===== config.mk =====
export PLATFORM = sky130hd
export DESIGN_NAME = led_anim_sched
export DESIGN_NICKNAME = d
export VERILOG_FILES = /design/src/rtl/led_anim_pkg.sv /design/src/rtl/led_anim_sched_prescaler.sv /design/src/rtl/led_anim_sched.sv
export SDC_FILE = /design/constraint.sdc
export NUM_CORES = 1
export LEC_CHECK = 0
export ABC_AREA = 1
export CAP_MARGIN = 10
export CORE_MARGIN = 4
export CORE_UTILIZATION = 63
export DETAILED_ROUTE_END_ITERATION = 10
export PLACE_DENSITY = 0.86
export SYNTH_ARGS = -nofsm -noshare
export SYNTH_HDL_FRONTEND = slang
export SYNTH_SLANG_ARGS = --single-unit

===== constraint.sdc =====
create_clock -name clk -period 5.4 [get_ports clk]
set_clock_uncertainty 0.2 [all_clocks]
set_input_delay 1.62 -clock clk [delete_from_list [all_inputs] [get_ports clk]]
set_output_delay 1.62 -clock clk [all_outputs]
set_load 0.05 [all_outputs]

===== src/rtl/led_anim_pkg.sv =====
// led_anim_pkg: shared definitions for the LED animation sequencer.
//   mode_e        - animation mode codes as carried on mode_req / cur_mode
//   state_e       - sequencer state encoding
//   LEN_*         - frame length (steps per frame) for each mode
//   frame_last()  - index of the last step of a frame for a mode
//   pattern()     - 8-bit LED pattern for (mode, step)
package led_anim_pkg;

  typedef enum logic [1:0] {
    MODE_BAR   = 2'd0,
    MODE_CHASE = 2'd1,
    MODE_BLINK = 2'd2,
    MODE_OFF   = 2'd3
  } mode_e;

  typedef enum logic [1:0] {
    ST_IDLE = 2'd0,
    ST_RUN  = 2'd1,
    ST_PEND = 2'd2
  } state_e;

  localparam int unsigned LEN_BAR   = 16;
  localparam int unsigned LEN_CHASE = 8;
  localparam int unsigned LEN_BLINK = 2;
  localparam int unsigned LEN_OFF   = 1;

  function automatic logic [3:0] frame_last(input mode_e m);
    case (m)
      MODE_BAR:   frame_last = 4'(LEN_BAR - 1);
      MODE_CHASE: frame_last = 4'(LEN_CHASE - 1);
      MODE_BLINK: frame_last = 4'(LEN_BLINK - 1);
      default:    frame_last = 4'(LEN_OFF - 1);
    endcase
  endfunction

  function automatic logic [7:0] pattern(input mode_e m, input logic [3:0] k);
    pattern = '0;
    case (m)
      MODE_BAR: begin
        // Fill up over steps 0..7, drain over 8..14, dark on 15.
        if (k <= 4'd7)       pattern = 8'hFF >> (4'd7 - k);
        else if (k <= 4'd14) pattern = 8'hFF >> (k - 4'd7);
        else                 pattern = '0;
      end
      MODE_CHASE: pattern = 8'h01 << k[2:0];
      MODE_BLINK: pattern = k[0] ? 8'h00 : 8'hFF;
      default:    pattern = '0;
    endcase
  endfunction

endpackage


===== src/rtl/led_anim_sched_prescaler.sv =====
// anim_prescaler: step-rate divider for the LED animation sequencer.
//   clk, rst  - clock, synchronous active-low reset
//   run       - count enable; when low the counter is held at zero
//   div_cfg   - cycles per step, 0 selects DEFAULT_DIV
//   step_tick - high on the last cycle of each step
module anim_prescaler #(
  parameter int unsigned DIV_W       = 16,
  parameter int unsigned DEFAULT_DIV = 462
) (
  input  logic             clk,
  input  logic             rst,
  input  logic             run,
  input  logic [DIV_W-1:0] div_cfg,
  output logic             step_tick
);

  logic [DIV_W-1:0] div_cnt_q, div_cnt_d;
  logic [DIV_W-1:0] d_q, d_d;
  logic [DIV_W-1:0] d_cfg, d_eff;

  always_comb begin
    d_cfg     = (div_cfg == '0) ? DIV_W'(DEFAULT_DIV) : div_cfg;
    // On the first cycle of a step the divider comes straight from div_cfg,
    // so D=1 can tick immediately; later cycles use the latched copy.
    d_eff     = (div_cnt_q == '0) ? d_cfg : d_q;
    step_tick = run && (div_cnt_q == d_eff - DIV_W'(1));
    d_d       = d_q;
    div_cnt_d = div_cnt_q;
    if (!run) begin
      div_cnt_d = '0;
    end else begin
      if (div_cnt_q == '0) d_d = d_cfg;
      div_cnt_d = step_tick ? '0 : div_cnt_q + DIV_W'(1);
    end
  end

  always_ff @(posedge clk) begin
    if (!rst) begin
      div_cnt_q <= '0;
      d_q       <= DIV_W'(DEFAULT_DIV);
    end else begin
      div_cnt_q <= div_cnt_d;
      d_q       <= d_d;
    end
  end

endmodule


===== src/rtl/led_anim_sched.sv =====
// led_anim_sched: sequencer for the 8-LED animation datapath.
//   clk, rst    - clock, synchronous active-low reset
//   en          - animation enable (0 blanks LEDs, holds counters)
//   div_cfg     - clock cycles per step (0 = DEFAULT_DIV)
//   mode_req/mode_valid/mode_ready - mode change handshake
//   led         - registered LED pattern
//   cur_mode    - mode currently displayed
//   step        - step index within the frame
//   frame_done  - one-cycle pulse when a frame wraps
module led_anim_sched
  import led_anim_pkg::*;
#(
  parameter int unsigned WIDTH        = 8,
  parameter int unsigned DIV_W        = 16,
  parameter int unsigned DEFAULT_DIV  = 462,
  parameter int unsigned DEFAULT_MODE = 0
) (
  input  logic             clk,
  input  logic             rst,
  input  logic             en,
  input  logic [DIV_W-1:0] div_cfg,
  input  logic [1:0]       mode_req,
  input  logic             mode_valid,
  output logic             mode_ready,
  output logic [WIDTH-1:0] led,
  output logic [1:0]       cur_mode,
  output logic [3:0]       step,
  output logic             frame_done
);

  state_e           state_q, state_d;
  mode_e            cur_mode_q, cur_mode_d;
  mode_e            pend_q, pend_d;
  logic [3:0]       step_q, step_d;
  logic [WIDTH-1:0] led_q, led_d;
  logic             frame_done_q, frame_done_d;
  logic             mode_ready_q, mode_ready_d;
  logic             step_tick, run, accept, wrap;
  mode_e            req_mode;

  assign run = en && (state_q != ST_IDLE);

  anim_prescaler #(
    .DIV_W       (DIV_W),
    .DEFAULT_DIV (DEFAULT_DIV)
  ) u_prescaler (
    .clk       (clk),
    .rst       (rst),
    .run       (run),
    .div_cfg   (div_cfg),
    .step_tick (step_tick)
  );

  always_comb begin
    accept       = mode_valid && mode_ready_q;
    req_mode     = mode_e'(mode_req);
    wrap         = step_tick && (step_q == frame_last(cur_mode_q));
    state_d      = state_q;
    cur_mode_d   = cur_mode_q;
    pend_d       = pend_q;
    step_d       = step_q;
    led_d        = led_q;
    frame_done_d = 1'b0;
    mode_ready_d = mode_ready_q;
    case (state_q)
      ST_IDLE: begin
        led_d        = '0;
        step_d       = '0;
        mode_ready_d = 1'b1;
        if (accept) cur_mode_d = req_mode;
        if (en) begin
          state_d = ST_RUN;
          led_d   = WIDTH'(pattern(cur_mode_d, 4'd0));
        end
      end
      ST_RUN, ST_PEND: begin
        if (!en) begin
          state_d      = ST_IDLE;
          led_d        = '0;
          step_d       = '0;
          mode_ready_d = 1'b1;
          if (state_q == ST_PEND) cur_mode_d = pend_q;
          else if (accept)        cur_mode_d = req_mode;
        end else if (wrap) begin
          // A request landing on the wrap tick bypasses PEND entirely.
          if (state_q == ST_PEND) cur_mode_d = pend_q;
          else if (accept)        cur_mode_d = req_mode;
          state_d      = ST_RUN;
          step_d       = '0;
          frame_done_d = 1'b1;
          mode_ready_d = 1'b1;
          led_d        = WIDTH'(pattern(cur_mode_d, 4'd0));
        end else begin
          if (step_tick) begin
            step_d = step_q + 4'd1;
            led_d  = WIDTH'(pattern(cur_mode_q, step_q + 4'd1));
          end
          if (state_q == ST_RUN && accept) begin
            pend_d       = req_mode;
            state_d      = ST_PEND;
            mode_ready_d = 1'b0;
          end
        end
      end
      default: state_d = ST_IDLE;
    endcase
  end

  always_ff @(posedge clk) begin
    if (!rst) begin
      state_q      <= ST_IDLE;
      cur_mode_q   <= mode_e'(2'(DEFAULT_MODE));
      pend_q       <= MODE_BAR;
      step_q       <= '0;
      led_q        <= '0;
      frame_done_q <= 1'b0;
      mode_ready_q <= 1'b0;
    end else begin
      state_q      <= state_d;
      cur_mode_q   <= cur_mode_d;
      pend_q       <= pend_d;
      step_q       <= step_d;
      led_q        <= led_d;
      frame_done_q <= frame_done_d;
      mode_ready_q <= mode_ready_d;
    end
  end

  assign led        = led_q;
  assign cur_mode   = cur_mode_q;
  assign step       = step_q;
  assign frame_done = frame_done_q;
  assign mode_ready = mode_ready_q;

endmodule


# Word level (Yosys, flattened, before mapping)
# Index checks and enable logic that the tools add are counted.
dict set report totals {
  regBits 52
  out_inout_bits 16
  elab_cells 96
}
dict set report classes {
  n_addsub 5
  magnitude_cmp 2
  n_eq_ne 14
  n_shift 3
  muxes 37
  n_bitwise 3
  n_reduce_logical 23
}
# operator n
set ops {}
lappend ops {{8-bit 2-to-1 mux} 7}
lappend ops {{8-bit case mux with 2 select lines} 3}
lappend ops {{16-bit zero test} 2}
lappend ops {{16-bit 2-to-1 mux} 2}
lappend ops {{2-bit 2-to-1 mux} 12}
lappend ops {{8-bit case mux with 3 select lines} 1}
lappend ops {{16-bit by 1-bit adder with 16-bit output (second input constant)} 1}
lappend ops {{16-bit equality test} 1}
lappend ops {{8-bit by 4-bit >> shifter with 8-bit output (first input constant)} 2}
lappend ops {{16-bit by 1-bit subtractor with 16-bit output (second input constant)} 1}
lappend ops {{4-bit 2-to-1 mux} 3}
lappend ops {{4-bit case mux with 3 select lines} 1}
lappend ops {{2-bit by 1-bit equality test with 1-bit output (second input constant)} 4}
lappend ops {{2-bit equality test (second input constant)} 4}
lappend ops {{2-bit zero test} 4}
lappend ops {{4-bit inequality test (second input constant)} 2}
lappend ops {{2-bit case mux with 2 select lines} 2}
lappend ops {{4-bit case mux with 2 select lines} 1}
lappend ops {{2-bit AND reduction} 4}
lappend ops {{1-bit by 3-bit << shifter with 8-bit output (first input constant)} 1}
lappend ops {{2-bit OR reduction} 3}
lappend ops {{1-bit logical AND} 5}
lappend ops {{4-bit by 1-bit adder with 4-bit output (second input constant)} 1}
lappend ops {{4-bit equality test} 1}
lappend ops {{other kinds (13)} 19}

# Logic depth before layout (Yosys ltp)
dict set report logic_depth {
  depth_word 16
  mapped_depth 26
  ltp_nobuf 25
}

# Modules after synthesis
# A second synthesis with hierarchy kept.
dict set report unflattened {
  cells_unflattened 654
  hier_area_um2 4016.4
}
# mod n_inst cells_per_inst area_each_um2
set modules_own_cells {}
lappend modules_own_cells {anim_prescaler 1 421 2492.4}
lappend modules_own_cells {led_anim_sched 1 233 1524.0}

# Worst setup path before layout
# OpenSTA, ideal clock, no wires.
dict set report synth_path {
  kind {input port to flip-flop}
  from {input port div_cfg[9]}
  to {register led_q[1] (netlist: led[1])}
  setup_time_ns 0.124
  arrival_ns 3.739
  path_slack_ns 1.337
  stages 20
  path_cell_list {nor2_1 -> nand2_1 -> nor2_1 -> nand2_1 -> nand2_1 -> o21ai_1 -> ha_1 -> nand3_2 -> nor2_4 -> nand2_1 -> o21ai_1 -> nand2_1 -> inv_1 -> nand2_1 -> nor2_4 -> nand4_2 -> nand2_2 -> o21ai_1 -> nand2_1 -> a21oi_1}
}
dict set report synth_between {
  elab_chain_cells 10
  word_cells_on_any_way 12
  classes_between {add/sub (1); eq/ne (2); mux (5); reduce/logical (4)}
}
# item line_no
set synth_rtl {}
lappend synth_rtl {{from (decl)} led_anim_sched.sv:21} ;# input logic [DIV_W-1:0] div_cfg,
lappend synth_rtl {{16-bit zero test} led_anim_sched_prescaler.sv:22} ;# d_cfg = (div_cfg == '0) ? DIV_W'(DEFAULT_DIV) : div_cfg;
lappend synth_rtl {{16-bit 2-to-1 mux *} led_anim_sched_prescaler.sv:22}
lappend synth_rtl {{16-bit 2-to-1 mux *} led_anim_sched_prescaler.sv:25} ;# d_eff = (div_cnt_q == '0) ? d_cfg : d_q;
lappend synth_rtl {{16-bit by 1-bit subtractor with 16-bit output *} led_anim_sched_prescaler.sv:26} ;# step_tick = run && (div_cnt_q == d_eff - DIV_W'(1));
lappend synth_rtl {{16-bit equality test *} led_anim_sched_prescaler.sv:26}
lappend synth_rtl {{1-bit logical AND *} led_anim_sched_prescaler.sv:26}
lappend synth_rtl {{1-bit logical AND} led_anim_sched.sv:57} ;# wrap = step_tick && (step_q == frame_last(cur_mode_q));
lappend synth_rtl {{8-bit 2-to-1 mux} led_anim_sched.sv:84} ;# end else if (wrap) begin
lappend synth_rtl {{8-bit 2-to-1 mux} led_anim_sched.sv:77} ;# if (!en) begin
lappend synth_rtl {{8-bit case mux with 2 select lines} led_anim_sched.sv:65} ;# case (state_q)
lappend synth_rtl {{to (signal assigned)} led_anim_sched.sv:123} ;# led_q <= led_d;
lappend synth_rtl {{to (decl)} led_anim_sched.sv:35} ;# logic [WIDTH-1:0] led_q, led_d;
# Mark *: on every way between the ends. The rest lies on a longest branch, timed or not.
# A chain may end at the register's enable or synchronous reset.

# Worst setup path in the final report
dict set report layout_path {
  from {input port div_cfg[15]}
  to {register led_q[2] (netlist: led[2])}
}
# The elaborated chain is that of the path after synthesis.

==> impl_results.md <==
* Initial antenna violation count at 0
* CP startpoint kind: input port
* Nets@finish at 761
* WL/cell at 13.3 µm
* I/O pins at 38
* First-pass GRT wire length at 18100 µm
* PostCTS Resize Cnt at 0
* PD cells at 220 nW/µm²
* Critical Path Slowest Stage Cell: clkdlybuf4s50_1
* Most frequent cells in the layout: nand2_1 (200), inv_1 (88), nor2_1 (80)
* WP data required at 5.39 ns
* Die area at 7930 µm²
* Total gr overflow at 0
* Pwr Total at 1.03 mW
* Cells after Synth at 684
* Setup Buffers After CTS at 0
* Pre-CTS setup slack at 0.267 ns
* Synth Cell Area at 4140 µm²
* Setup slack, reg-to-reg at 1.52 ns
* Buffers & Inverters on Critical Path at 2
* Seq/Total Area, Yosys at 0.252
* Root Buffer: clkbuf_8
* Drt pass-1 iters at 5
* Final WS setup at 0.500 ns
* Most common cell after layout, fill and taps aside: nand2_1
* Crit path cell chain: clkdlybuf4s50_1 -> nor2_1 -> nand2_1 -> nor2_1 -> nand2_1 -> nand2_1 -> o21ai_1 -> ha_1 -> nand3_2 -> nor2_4 -> nand2_1 -> o21ai_1 -> nand2_1 -> inv_1 -> nand2_1 -> nor2_4 -> nand3_2 -> nand2_2 -> nand2_2 -> nor2_2 -> a21oi_1
* Iter 0 DRT Violations at 278
* Filler cell count at 551
* FP Rows at 29
* Status: finished clean
* Core area at 6350 µm²
* IR drop worst, VDD at 0.000175 V
* Routed vias/inst at 5.54
* Clock insertion delay at the later pin of the skew report at 0.31 ns
* Syn avg cell area at 6.05 µm²
* Register area at 1040 µm²
* Critical path arrival at 4.89 ns
* Share of layout cells above drive strength 1 at 0.0982
* Remaining antenna violation count after routing at 0
* R2r startpoint: u_prescaler.div_cnt_q[0]
* Non-Filler Instances at 800
* FF-to-FF End: led[2]
* Worst r2r path cells at 20
* Max H-tree Level at 2
* Initial Util at 0.652
* Post-synth net total at 723
* EDFF count, synth at 0
* Setup crit end: led[2]
* Setup TNS at 0 ns
* Clk sinks at 52
* Endpoint class of the critical path: flip-flop
* Final instance area at 4670 µm²
* Fin Hold WS at 0.274 ns
* Layout area overhead at 12.9%
* Critical Path Stages at 21
* Async S/R FF share, synth at 0
* N_diodes at 0
* Width of the chip at 89.1 µm
* Yosys reg bits at 52
* Cell mode on critical path: nand2_1
* CP max stage delay at 0.50 ns
* Vias at 4432
* Crit path from: div_cfg[15]
* Vias in the first global route at 4152
* Hold crit path type: reg -> reg
* Gate power share at 0.347
* Register share of total power at 0.422
* YS warnings at 0
* Worst rel slew slack at 0.508
* Synth unique cells at 38
* Footprint of the multi-input gates at 2640 µm²
* DP Area at 4570 µm²
* Largest net degree at the start of global routing at 21
* Port Buf Inserts at 37
* Clock Power Share at 0.231
* Placed insts at 792
* Clock Pin Slew Worst Setup and Hold Paths at 0.09 ns
* Int Pwr at 0.637 mW
* Fin crit share at 0.907
* Post-DP HPWL at 8470 µm
* Max clock buf depth at 2
* Sw frac at 0.381
* Post-Route WL at 10600 µm
* CTS tree: done
* Max-slew violations at 0
* Main synth FF type: dfxtp_1
* Max-cap viol count at 0
* Hold Fails Final Rpt at 0
* P_sw at 0.392 mW
* Final GP Congestion at 0.975
* Worst path top cell family by delay: simple AND/OR/NAND/NOR gates
* Crit path kind: in -> reg
* Final core utilization at 0.736
* Fmax at 204 MHz
* Crit path max fanout at 11
* Final setup viols at 0
* Post-CTS Hold Buffers at 0
* DRC at 0
* Slew @ Worst Pin at 0.732 ns
* RSZ-0062 raised after global routing: no
* Tmin final at 4.90 ns
* Die Ht at 89.1 µm
* CTS buffer count at 5
* Gr usage total at 0.286
* Leakage power total at 2.23 nW
[worst min path at each step]
stage,start,to,cells past startpoint
global placement,u_prescaler.d_q[7],u_prescaler.d_q[7],2
finish,u_prescaler.div_cnt_q[0],u_prescaler.div_cnt_q[0],1
detailed placement,u_prescaler.div_cnt_q[0],u_prescaler.div_cnt_q[0],1
floorplan,u_prescaler.div_cnt_q[0],u_prescaler.div_cnt_q[0],1
global route,u_prescaler.div_cnt_q[0],u_prescaler.div_cnt_q[0],1
CTS,pend_q[1],pend_q[1],2
[cell usage after synthesis, types with 9 or more instances]
| cell type | n | area, µm² |
|---|---|---|
| nand2_1 | 200 | 751 |
| inv_1 | 88 | 330 |
| nor2_1 | 80 | 300 |
| nand3_1 | 60 | 300 |
| dfxtp_1 | 52 | 1040 |
| a21oi_1 | 37 | 185 |
| o21ai_0 | 18 | 90.1 |
| ha_1 | 17 | 213 |
| inv_2 | 14 | 52.6 |
| nand2_2 | 12 | 75.1 |
| nor3_1 | 12 | 60.1 |
| xor2_1 | 10 | 87.6 |
| nor2_2 | 9 | 56.3 |
[sequential cells by signal, summed over array words and instances, names as in the netlist]
name / flops
pend_q: 2
state_q: 2
mode_ready: 1
u_prescaler.d_q: 16
u_prescaler.div_cnt_q: 16
cur_mode: 2
step: 4
led: 8
frame_done: 1
[final cells by class]
cell class,count,share of cell area
inverters,104,0.0836
clock inverters,2,0.00321
repair buffers,42,0.0873
well taps,77,0.0206
multi-input cells,517,0.565
flip-flops and latches,52,0.223
clock buffers,6,0.0177
[metal layers]
metal,global-route usage,routed length [µm],vias up
met3,0.0553,683,38
li1,-,-,2234
met5,0,0,-
met4,0.154,426,0
met2,0.484,4980,150
met1,0.342,4520,2010
[kinds of logic after synthesis]
group,share of synthesized area
xor+xnor,0.0296
fa+ha+maj,0.0514
flops,0.252
buf+inv,0.111
simple gates,0.446
compound gates,0.108
mux,0.00242
[power by group through the flow]
stage | registers, mW | clock network (mW) | logic, mW
6_report | 0.434 | 0.238 | 0.357
5_1_grt | 0.437 | 0.260 | 0.399
4_1_cts | 0.434 | 0.240 | 0.354
3_5_place_dp | 0.442 | 0 | 0.352
3_3_place_gp | 0.441 | 0 | 0.345
2_1_floorplan | 0.480 | 0 | 0.219
[worst register-to-register path, stage by stage (launching register included)]
cell	delay [ns]
dfxtp_1	0.35
inv_1	0.10
ha_1	0.19
nand2_1	0.06
nor2_1	0.13
nand4_1	0.34
o21ai_1	0.37
ha_1	0.27
nand3_2	0.14
nor2_4	0.18
nand2_1	0.11
o21ai_1	0.18
nand2_1	0.07
inv_1	0.05
nand2_1	0.08
nor2_4	0.12
nand3_2	0.10
nand2_2	0.11
nand2_2	0.17
nor2_2	0.30
a21oi_1	0.13
(Power assumes the default switching activity.)
